<file path="config.mk">
export PLATFORM = sky130hd
export DESIGN_NAME = spike_rate_decoder
export DESIGN_NICKNAME = d
export VERILOG_FILES = /design/src/rtl/spike_rate_decoder.sv
export SDC_FILE = /design/constraint.sdc
export NUM_CORES = 1
export LEC_CHECK = 0
export ABC_AREA = 1
export ABC_CLOCK_PERIOD_IN_PS = 2700
export CAP_MARGIN = 15
export CORE_MARGIN = 2
export CORE_UTILIZATION = 30
export DETAILED_ROUTE_END_ITERATION = 10
export HOLD_SLACK_MARGIN = 0.12
export PLACE_DENSITY = 0.55
export SLEW_MARGIN = 20
export SYNTH_ARGS = -nofsm -noshare
export SYNTH_HDL_FRONTEND = slang
export SYNTH_SLANG_ARGS = --single-unit
</file>
<file path="constraint.sdc">
create_clock -name clk -period 2.7 [get_ports clk]
set_input_delay 0.405 -clock clk [delete_from_list [all_inputs] [get_ports clk]]
set_output_delay 0.405 -clock clk [all_outputs]
set_load 0.005 [all_outputs]
</file>
<file path="src/rtl/spike_rate_decoder.sv">
`default_nettype none
// +----------------------------------------------------------------------------+
// | spike_rate_decoder                                                         |
// | Counts rising edges on two spike lines over a repeating window and         |
// | publishes both rates, saturation flags and a winner code with a strobe.    |
// | Revision: 1.0                                                              |
// +----------------------------------------------------------------------------+
module spike_rate_decoder #(
  parameter int WINDOW = 16,
  parameter int CNT_W  = 8
) (
  input  logic             clk,
  input  logic             reset,
  input  logic             en,
  input  logic             spike_a,
  input  logic             spike_b,
  output logic [CNT_W-1:0] rate_a,
  output logic [CNT_W-1:0] rate_b,
  output logic             sat_a,
  output logic             sat_b,
  output logic [1:0]       winner,
  output logic             valid
);

  localparam int c_WIN_W = (WINDOW > 1) ? $clog2(WINDOW) : 1;
  localparam logic [c_WIN_W-1:0] c_LAST = c_WIN_W'(WINDOW - 1);

  typedef enum logic [0:0] {
    S_IDLE  = 1'b0,
    S_COUNT = 1'b1
  } state_t;

  state_t r_state;
  state_t w_state_nxt;

  logic               r_prev_a, r_prev_b;
  logic [CNT_W-1:0]   r_acc_a, r_acc_b;
  logic               r_stk_a, r_stk_b;
  logic [c_WIN_W-1:0] r_win_cnt;
  logic [CNT_W-1:0]   r_rate_a, r_rate_b;
  logic               r_sat_a, r_sat_b;
  logic [1:0]         r_winner;
  logic               r_valid;

  logic               w_ev_a, w_ev_b;
  logic [CNT_W:0]     w_sum_a, w_sum_b;
  logic               w_ovf_a, w_ovf_b;
  logic [CNT_W-1:0]   w_fin_a, w_fin_b;
  logic [1:0]         w_win;
  logic               w_active;
  logic               w_close;

  assign w_ev_a = spike_a & ~r_prev_a;
  assign w_ev_b = spike_b & ~r_prev_b;

  // One extra bit catches the carry so the accumulator clamps instead of wrapping.
  assign w_sum_a = {1'b0, r_acc_a} + {{CNT_W{1'b0}}, w_ev_a};
  assign w_sum_b = {1'b0, r_acc_b} + {{CNT_W{1'b0}}, w_ev_b};
  assign w_ovf_a = w_sum_a[CNT_W];
  assign w_ovf_b = w_sum_b[CNT_W];
  assign w_fin_a = w_ovf_a ? {CNT_W{1'b1}} : w_sum_a[CNT_W-1:0];
  assign w_fin_b = w_ovf_b ? {CNT_W{1'b1}} : w_sum_b[CNT_W-1:0];

  assign w_win = (w_fin_a > w_fin_b) ? 2'b01 :
                 (w_fin_b > w_fin_a) ? 2'b10 : 2'b00;

  always_ff @(posedge clk) begin
    if (reset) begin
      r_state <= S_IDLE;
    end else begin
      r_state <= w_state_nxt;
    end
  end

  always_comb begin
    w_state_nxt = r_state;
    w_active    = 1'b0;
    w_close     = 1'b0;
    case (r_state)
      S_IDLE: begin
        if (en) begin
          w_state_nxt = S_COUNT;
        end
      end
      S_COUNT: begin
        if (!en) begin
          w_state_nxt = S_IDLE;
        end else begin
          w_active = 1'b1;
          w_close  = (r_win_cnt == c_LAST);
        end
      end
      default: w_state_nxt = S_IDLE;
    endcase
  end

  always_ff @(posedge clk) begin
    if (reset) begin
      r_prev_a  <= 1'b0;
      r_prev_b  <= 1'b0;
      r_acc_a   <= '0;
      r_acc_b   <= '0;
      r_stk_a   <= 1'b0;
      r_stk_b   <= 1'b0;
      r_win_cnt <= '0;
      r_rate_a  <= '0;
      r_rate_b  <= '0;
      r_sat_a   <= 1'b0;
      r_sat_b   <= 1'b0;
      r_winner  <= 2'b00;
      r_valid   <= 1'b0;
    end else begin
      r_prev_a <= spike_a;
      r_prev_b <= spike_b;
      r_valid  <= 1'b0;
      if (w_close) begin
        r_rate_a  <= w_fin_a;
        r_rate_b  <= w_fin_b;
        r_sat_a   <= r_stk_a | w_ovf_a;
        r_sat_b   <= r_stk_b | w_ovf_b;
        r_winner  <= w_win;
        r_valid   <= 1'b1;
        r_acc_a   <= '0;
        r_acc_b   <= '0;
        r_stk_a   <= 1'b0;
        r_stk_b   <= 1'b0;
        r_win_cnt <= '0;
      end else if (w_active) begin
        r_acc_a   <= w_fin_a;
        r_acc_b   <= w_fin_b;
        r_stk_a   <= r_stk_a | w_ovf_a;
        r_stk_b   <= r_stk_b | w_ovf_b;
        r_win_cnt <= r_win_cnt + c_WIN_W'(1);
      end else begin
        // Idle or aborted window: the partial count is discarded.
        r_acc_a   <= '0;
        r_acc_b   <= '0;
        r_stk_a   <= 1'b0;
        r_stk_b   <= 1'b0;
        r_win_cnt <= '0;
      end
    end
  end

  assign rate_a = r_rate_a;
  assign rate_b = r_rate_b;
  assign sat_a  = r_sat_a;
  assign sat_b  = r_sat_b;
  assign winner = r_winner;
  assign valid  = r_valid;

endmodule
`default_nettype wire

</file>
==> results of run 1 <==
worst reg2reg max path: cells and delay by family (launching register included):
kind                       cells  cell delay (ns)
and+or+nand+nor                9             0.98
adders and majority gates      3             0.64
DFF                            1             0.31
buffers and inverters          2             0.16
AOI/OAI and AO/OA              1             0.10
power groups by stage:
stage	combinational, W	clock, W	sequential [W]
detailed placement	0.0000434	0	0.000698
finish	0.0000436	0.000418	0.000683
floorplan	0.0000237	0	0.000698
CTS	0.0000439	0.000439	0.000683
global route	0.0000495	0.000472	0.000683
global placement	0.0000428	0	0.000698
cell type report:
cell class / instances / area (µm²)
clock inverters: 3 / 21.3
inverters: 43 / 164
multi-input cells: 171 / 981
fillers: 694 / 4000
clock buffers: 5 / 68.8
repair buffers: 53 / 460
flip-flops and latches: 46 / 921
well taps: 80 / 100
sequential cells by signal, summed over array words and instances (netlist names):
register,cells
r_state,1
r_acc_a,8
r_acc_b,8
sat_b,1
valid,1
rate_a,8
rate_b,8
winner,2
r_stk_a,1
sat_a,1
r_prev_b,1
r_prev_a,1
r_win_cnt,4
r_stk_b,1
cell usage in the layout (no fill, tap or decap), types with 7 or more instances in the layout:
cell,n
dfxtp_1,46
nand2_1,37
inv_1,36
nor2_1,36
buf_4,28
clkdlybuf4s50_1,25
o21ai_0,23
a21oi_1,14
ha_1,11
nand3_1,7
repair_timing:
action	CTS	global route
gates resized for setup	0	14
buffers inserted	0	2
endpoints found under the setup margin	0	2
layer usage:
metal	track usage [%]	part of all wire, %	up-vias
li1	-	-	948
met1	16.7	52	748
met2	19.0	41	38
met3	3.24	4.6	7
met4	5.54	1.8	0
met5	0	0	-
worst paths after layout:
path	from	cells after the start	end	slack (ns)
hold / removal	r_win_cnt[0]	1	r_win_cnt[0]	0.46
setup / recovery	spike_a	17	winner[1]	0.18
hold reg to reg	r_win_cnt[0]	1	r_win_cnt[0]	0.46
setup reg to reg	r_prev_a	15	winner[1]	0.47
cell families (layout without fill, tap and decap cells):
group                      count (synthesis)  in the layout  share of synthesized area (%)
buffers and inverters                     49            104                           9.38
DFF                                       46             46                           44.8
xor gates and xnor gates                   4              4                           1.71
AOI/OAI and AO/OA                         46             46                           11.8
adders and majority gates                 13             13                           7.92
and+or+nand+nor                          108            108                           24.4
metrics by stage:
step / hold slack [ns] / utilization (%) / power (W)
after floorplan: 0.418 / - / 0.000722
after global placement: 0.432 / 38.3 / 0.000741
after detailed placement: 0.439 / 38.3 / 0.000742
after CTS: 0.460 / 39.6 / 0.00116
after global routing: 0.497 / 40.4 / 0.00121
final: 0.458 / 40.4 / 0.00114
==> flow_summary_export.csv, run 1 <==
group,metric,value,unit
outcome,status,"completed",
pwr,pwr-share-seq,59.7,%
die,fp.dieH,86.8,µm
clock_network,clk_latency,0.30,ns
clock_network,clkTransAtPathRegs,0.09,ns
global_routing,grt_pass1_wl,7.23,mm
yosys,syn-cell-area,0.00205,mm²
drt,detail-route-antenna-nets,0,
drt,drt_iter0_markers,61,
layout,area_growth,32.2,%
job,drv_cap,0,
pwr,ir_drop,0.000167,V
placement,post-place-cells,391,
placement,dpl_cell_area,0.00257,mm²
sta,setup_viol,0,
yosys,synth_warnings,0,
pwr,clkPwrFrac,36.5,%
die,die_area,0.00753,mm²
pwr,sw_frac_of_total,22.8,%
clock_network,cts_buffers,5,
die,die_w,86.8,µm
placement,post-dp-hpwl,3.25,mm
yosys,syn_inst,266,
yosys,async_reset_ff_share,0,%
setup_path,worst_ep_arrival_time,2.76,ns
global_routing,grt_usage,12.5,%
drt,dr.pass1.iters,4,
sta,worst_pin_slew,0.546,ns
yosys,synth_cell_types,29,
setup_path,critPathBufInv,4,
yosys,synth.largest_area_cell,"dfxtp_1",
layout,drive_gt1_share,21.5,%
setup_path,crit_top_cell,"nand2_1",
clock_network,cts_root_buffer,"clkbuf_8",
clock_network,hold_buffers,0,
clock_network,cts_buffer_depth,2,
setup_path,max_stage_delay,0.46,ns
setup_path,startpoint_type,"input pin",
sta,slew_headroom,63.5,%
drt,wl_per_cell,10.9,µm
sta,slew_viol_final,0,
die,pin_count,26,
pwr,p_int,0.000883,W
yosys,synthesis.nets,284,
setup_path,worstPathMaxFanout,4,
setup_path,critPathTopFamily,"simple AND/OR/NAND/NOR gates",
setup_path,worstPathCellList,"clkdlybuf4s50_1 -> inv_1 -> nor2_2 -> ha_2 -> ha_1 -> nand2_1 -> inv_2 -> nand4_1 -> nand3_2 -> inv_1 -> ha_1 -> nand2_1 -> nor2_2 -> nand2_1 -> nand2_2 -> nand2_1 -> a21oi_1",
setup_path,crit_path_end_kind,"flop",
placement,portBuffers,25,
pwr,pwr_density_cell,421,mW/mm²
placement,gp_congestion,0.851,
sta,period_share,93.2,%
sta,fin_setup_tns,0,ns
clock_network,clock-sinks,46,
layout,num-nets-final,338,
worst_hold_path,hp-class,"flop to flop",
layout,fin_cells,401,
sta,timing.final.ws_setup,0.182,ns
yosys,yosys-top-cells-count,"dfxtp_1 (46), inv_1 (39), nand2_1 (39), nor2_1 (39), o21ai_0 (24)",
placement,dp_slack,-0.200,ns
sta,fmax,0.397,GHz
global_routing,overflow,0,
die,start_util,30.6,%
setup_path,cpMaxStageDelayCell,"clkdlybuf4s50_1",
die,rows,30,
sta,hold_violations,0,
die,core_area,0.00672,mm²
yosys,synth_top_area_share,44.8,%
drt,vias,1741,
clock_network,h-tree-depth,2,
setup_path,path_class,"input pin to flop",
global_routing,antenna_found_initial,0,
yosys,avgSynthCellArea,7.72,µm²
sta,skew,0.0100,ns
global_routing,grt_max_degree,37,
clock_network,cts_tree,"done",
yosys,synth_edf_count,0,
setup_path,cp_data_required_time,2.94,ns
yosys,synth_area_leaders,"dfxtp_1 (45%), ha_1 (7.9%), inv_1 (7.1%), nand2_1 (7.1%), nor2_1 (7.1%)",
pwr,combPwrFrac,3.8,%
global_routing,grt_pass1_vias,1611,
layout,design_area,0.00272,mm²
drt,routed_via_density,4.34,
yosys,ys_ff_latch,46,
pwr,p_switching,0.000261,W
yosys,yosysSeqAreaShare,44.8,%
sta,min_period,2.52,ns
yosys,synth.most_common_cell,"dfxtp_1",
drt,wirelength,4.38,mm
yosys,synth_ff_type,"dfxtp_1",
drt,drcViolationCount,0,
pwr,p_leak,1.28,nW
layout,diodes,0,
(Power assumes the default switching activity.)
==> inputs of run 2 (changes only) <==
CTS_CLUSTER_SIZE = 8   (was default)
SKIP_CTS_REPAIR_TIMING = 1   (was default)
==> results of run 2 <==
Final layout, timing and power as in run 1 (identical DEF).
==> inputs of run 3 (changes only) <==
SLEW_MARGIN = default   (was 20)
==> results of run 3 <==
Final layout, timing and power as in run 1 (identical DEF).
